`src/rtl/plru_replace_array.sv`:
```
// Per-set tree pseudo-LRU store: reports the victim/hit way on each lookup and
// makes that way MRU; invalidates make a way LRU when no lookup is in progress.
module plru_replace_array #(
   parameter int unsigned NumSets = 16,
   parameter int unsigned NumWays = 8
) (
   input  logic                       clk,
   input  logic                       rst,
   input  logic                       req_valid_i,
   input  logic [$clog2(NumSets)-1:0] req_set_i,
   input  logic                       req_hit_i,
   input  logic [$clog2(NumWays)-1:0] req_way_i,
   input  logic                       inv_valid_i,
   input  logic [$clog2(NumSets)-1:0] inv_set_i,
   input  logic [$clog2(NumWays)-1:0] inv_way_i,
   output logic                       inv_ready_o,
   output logic                       resp_valid_o,
   output logic [$clog2(NumWays)-1:0] resp_way_o,
   output logic [NumWays-2:0]         resp_tree_o
);

   localparam int unsigned Levels = $clog2(NumWays);
   localparam int unsigned SetW   = $clog2(NumSets);
   localparam int unsigned TreeW  = NumWays - 1;

   // Force every node on way's path: to the way's bit (MRU) or its inverse (LRU).
   function automatic logic [TreeW-1:0] set_path(input logic [TreeW-1:0] tree_in,
                                                  input logic [Levels-1:0] way,
                                                  input logic              make_lru);
      logic [TreeW-1:0] tree_out;
      int unsigned      node;
      tree_out = tree_in;
      node     = 0;
      for (int l = 0; l < Levels; l++) begin
         tree_out[node] = way[Levels-1-l] ^ make_lru;
         node = way[Levels-1-l] ? 2 * node + 2 : 2 * node + 1;
      end
      return tree_out;
   endfunction

   logic [TreeW-1:0]  tree_q [NumSets];
   logic [TreeW-1:0]  rd_tree;
   logic [Levels-1:0] victim;
   logic [Levels-1:0] chosen;
   logic [TreeW-1:0]  mru_tree;
   logic [TreeW-1:0]  lru_tree;
   logic              wr_en;
   logic [SetW-1:0]   wr_set;
   logic [TreeW-1:0]  wr_tree;

   logic              resp_valid_d, resp_valid_q;
   logic [Levels-1:0] resp_way_d, resp_way_q;
   logic [TreeW-1:0]  resp_tree_d, resp_tree_q;

   always_comb begin
      int unsigned node;
      rd_tree = tree_q[req_set_i];
      victim  = '0;
      node    = 0;
      for (int l = 0; l < Levels; l++) begin
         victim[Levels-1-l] = ~rd_tree[node];
         node = victim[Levels-1-l] ? 2 * node + 2 : 2 * node + 1;
      end
      chosen   = req_hit_i ? req_way_i : victim;
      mru_tree = set_path(rd_tree, chosen, 1'b0);
      lru_tree = set_path(tree_q[inv_set_i], inv_way_i, 1'b1);
   end

   // Lookups take priority, so at most one tree is written per cycle.
   assign inv_ready_o = ~req_valid_i;

   always_comb begin
      wr_en   = req_valid_i | inv_valid_i;
      wr_set  = req_valid_i ? req_set_i : inv_set_i;
      wr_tree = req_valid_i ? mru_tree : lru_tree;
   end

   always_comb begin
      resp_valid_d = req_valid_i;
      resp_way_d   = resp_way_q;
      resp_tree_d  = resp_tree_q;
      if (req_valid_i) begin
         resp_way_d  = chosen;
         resp_tree_d = mru_tree;
      end
   end

   always_ff @(posedge clk) begin
      if (rst) begin
         for (int s = 0; s < NumSets; s++) begin
            tree_q[s] <= '1;
         end
      end else if (wr_en) begin
         tree_q[wr_set] <= wr_tree;
      end
   end

   always_ff @(posedge clk) begin
      if (rst) begin
         resp_valid_q <= 1'b0;
         resp_way_q   <= '0;
         resp_tree_q  <= '1;
      end else begin
         resp_valid_q <= resp_valid_d;
         resp_way_q   <= resp_way_d;
         resp_tree_q  <= resp_tree_d;
      end
   end

   assign resp_valid_o = resp_valid_q;
   assign resp_way_o   = resp_way_q;
   assign resp_tree_o  = resp_tree_q;

endmodule

```
`config.mk`:
```
export PLATFORM = sky130hd
export DESIGN_NAME = plru_replace_array
export DESIGN_NICKNAME = d
export VERILOG_FILES = /design/src/rtl/plru_replace_array.sv
export SDC_FILE = /design/constraint.sdc
export NUM_CORES = 1
export LEC_CHECK = 0
export BUFFER_PORTS_ARGS = -buffer_cell sky130_fd_sc_hd__buf_2
export CAP_MARGIN = 5
export CORE_MARGIN = 5
export CORE_UTILIZATION = 60
export CTS_BUF_LIST = sky130_fd_sc_hd__clkbuf_4 sky130_fd_sc_hd__clkbuf_8
export DETAILED_ROUTE_END_ITERATION = 7
export HOLD_SLACK_MARGIN = 0.15
export PLACE_DENSITY = 0.9
export SLEW_MARGIN = 25
export SYNTH_ARGS = -nofsm -noshare
export SYNTH_HDL_FRONTEND = slang
export SYNTH_SLANG_ARGS = --single-unit
```
`constraint.sdc`:
```
create_clock -name clk -period 5.25 [get_ports clk]
set_input_delay 0.525 -clock clk [delete_from_list [all_inputs] [get_ports clk]]
set_output_delay 0.525 -clock clk [all_outputs]
set_load 0.005 [all_outputs]
```
==> metrics.md <==
| Metric | Value |
|---|---|
| Status | complete, no violations |
| Commonest cells after routing, fill and taps aside | edfxtp_1 (112), nand2_1 (107), mux4_2 (55) |
| Post-Route M1 WL | roughly 7500 um |
| CTS Buf Count | 17 |
| Leading area contributor after synthesis | edfxtp_1 |
| Gr ovfl total | 0 |
| Warnings, synthesis | 0 |
| Synthesized Nets | 710 |
| Startpoint types | primary input |
| Power per cell area | 270.3 mW/mm^2 |
| Synth Area in Simple Gates | 0.1203 |
| Clock sink count | approximately 120 |
| Final wirelength | approximately 23000 um |
| Largest family of logic cells by synthesized area | multiplexers |
| Min-delay worst type | in2reg |
| Mux contribution to synthesized area | 0.1808 |
| Setup violators final | 0 |
| Fin. Hold Viols | 0 |
| Fin Setup TNS | 0 ns |
| Post-DR wirelength/cell | about 27 um |
| Worst r2r dst | tree_q[0][4] |
| Reg2Reg Setup Slack | about 0.7 ns |
| Setup bufs post-CTS | 0 |
| CTS tree | done |
| Syn avg cell area | 11.42 um^2 |
| Initial antenna violation count | 0 |
| Cts repair resizes | 0 |
| Worst slew margin | 0.3671 |
| Core area | approximately 0.013 mm^2 |
| Worst-skew pair later-pin latency | ~0.46 ns |
| Total GRT Usage | 0.3197 |
| Post-synth top flop | edfxtp_1 |
| Reg2reg path depth | 12 |
| Reg2Reg Launch Point | tree_q[5][0] |
| Layout cell share with drive strength beyond 1 | 0.2270 |
| Slowest CP cell | a21oi_4 |
| IO Count | 31 |
| Req. time, crit path | around 5.4 ns |
| Slew @ Worst Pin | ~0.94 ns |
| Pre-antenna DRT Iters | 6 |
| Post-route ant nets | 0 |
| Largest net degree at the start of global routing | 77 |
| Max Slew Vio Count | 0 |
| CTS root buffer | clkbuf_8 |
| Max Root-Sink Buffers | 2 |
| WL met3 | 3021 um |
| Min-Delay Endpoint | resp_way_o[1] |
| Xor and xnor area share after synthesis | 0 |
| Crit path DAT | 4.75 ns |
| Vias in the first global route | 6493 |
| Detailed-route via count | roughly 6.8k |
| Worst setup EP type | register |
| Hold path cells | 2 |
| Largest cells by area after synthesis | edfxtp_1 (43%), mux4_2 (16%), nand2_1 (5.1%), o32ai_1 (3.8%), dfxtp_1 (2.8%) |
| Leakage | 0.002232 uW |
| Die area | ~0.015 mm^2 |
| Post-synth top area share | 0.4301 |
| Placed wire-length estimate | about 16000 um |
| Fin nets | 708 |
| Hold_sp | rst |
| Critical-path cell list | buf_2 -> buf_4 -> mux4_2 -> a22oi_1 -> and3_4 -> a31oi_2 -> ha_1 -> mux4_2 -> a22oi_1 -> nand3_1 -> o221a_2 -> o221ai_2 -> a21oi_4 -> a31oi_1 |
| Seq/Total Area, Yosys | 0.4582 |
| Peak VDD IR | 0.0001749 V |
| Adder-cell area share of the yosys netlist | 0.009600 |
| Synth Instances | between 600 and 700 |
| Skew final | between 0.01 and 0.015 ns |
| Die Ht | between 100 and 150 um |
| Crit path time final | approximately 4.6 ns |
| Die width | roughly 120 um |
| Area grow syn2layout | 7.408% |
| RSZ-0062 raised after global routing | no |
| Hold slack | between 0.3 and 0.4 ns |
| CTS HTree Levels | 4 |
| Port bufs | 30 |
| DR DRC count | 0 |
| Max-Cap Viols | 0 |
| Crit Path Max Fanout | 36 |
| Hold buffers post-CTS | 0 |
| EDFF count, synth | around 110 |
| Layout fillers | approximately 930 |
| CP peak stage delay | roughly 0.80 ns |
| Period Utilization, post-route | 0.8752 |
| Initial Util | 0.6147 |
| First-pass GRT wire length | roughly 36000 um |
| Routed wl met2 | about 11000 um |
| Cell row count | 41 |
| Async set or reset register ratio after synthesis | 0 |
| Clock Pin Slew Worst Setup and Hold Paths | about 0.080 ns |
| Register bit total from synthesis | 123 |
| Vias per inst | between 7 and 8 |
| Yosys cell types | 64 |
| ANT cells | 0 |
| Top sig layer | met4 |
| Crit Path Class | in2reg |
| Gpl congestion | about 0.94 |
| Max Fclk | roughly 220 MHz |
| Compound-cell area share of the yosys netlist | 0.1803 |
| Post-Synthesis Cell Area | 0.007820 mm^2 |
| Commonest non-fill, non-tap cell in the layout | edfxtp_1 |
| Initial DRC Count | 1373 |
==> sequential cells by signal, summed over array words and instances, names as in the netlist <==
signal        flops
tree_q          112
resp_tree_o       7
resp_way_o        3
resp_valid_o      1
==> cells by family after synthesis <==
logic type	Yosys count
compound gates	187
fa+ha+maj	6
buf+inv	88
flops	123
mux	72
simple gates	209
==> critical path: cells and delay by family <==
family                     cells  cell delay [ns]
AOI/OAI and AO/OA              7             1.90
muxes                          2             0.78
buffers and inverters          2             0.64
adders and majority gates      1             0.49
and+or+nand+nor                2             0.39
==> per-layer routing <==
metal / global-route usage / up-vias
met4: 0.1889 / 0
met1: 0.3932 / 3162
met2: 0.5149 / 701
met3: 0.07720 / 172
met5: 0 / -
li1: - / 2745
==> cells in the mapped netlist, drive strengths merged (5+ instances only) <==
library cell	n
a21oi	14
a22oi	9
a31oi	36
and2	7
buf	24
clkbuf	47
dfxtp	11
edfxtp	112
ha	6
inv	15
mux2i	13
mux4	55
nand2	107
nand3	6
nor2	30
nor2b	7
nor3	34
nor3b	5
o21ai	27
o311ai	17
o31ai	17
o32ai	34
==> power breakdown <==
group          switching [uW]  internal, uW  leakage, uW
logic                     252          98.1      0.00117
clock network             415           419     0.000189
registers                6.70          1080     0.000875
==> stage by stage <==
stage / cell area [um^2] / power, uW / std cells / worst slack [ns] / utilization
after floorplan: 7820 / 1352 / 685 / 0.9605 / -
after global placement: 8003 / 1432 / 836 / 0.4795 / 0.6290
after detailed placement: 8006 / 1444 / 836 / 0.2778 / 0.6293
after CTS: 8389 / 2250 / 868 / 0.7692 / 0.6594
after global routing: 8399 / 2330 / 868 / 0.4214 / 0.6602
final: 8399 / 2270 / 868 / 0.6552 / 0.6602
==> layout make-up <==
| class | instances | area [um^2] | area share |
|---|---|---|---|
| Sequential cell | 123 | 3583 | 0.4266 |
| Clock inverter | 15 | 148.9 | 0.01773 |
| Clock buffer | 17 | 234.0 | 0.02786 |
| Multi-Input combinational cell | 474 | 3854 | 0.4588 |
| Tap cell | 172 | 215.2 | 0.02562 |
| Inverter | 17 | 63.81 | 0.007597 |
| Timing Repair Buffer | 50 | 300.3 | 0.03575 |
==> how the worst max path moves through the flow <==
stage               slack [ns]    startpoint             to  cells after the start
global route              0.42  req_set_i[0]   tree_q[8][4]                     14
floorplan                 0.96  req_set_i[0]  tree_q[10][3]                     16
detailed placement        0.28  req_set_i[0]   tree_q[8][4]                     14
finish                    0.66  req_set_i[0]   tree_q[0][4]                     14
global placement          0.48  req_set_i[0]  tree_q[14][6]                     14
CTS                       0.77  req_set_i[0]   tree_q[8][4]                     14
(Power assumes the default switching activity.)
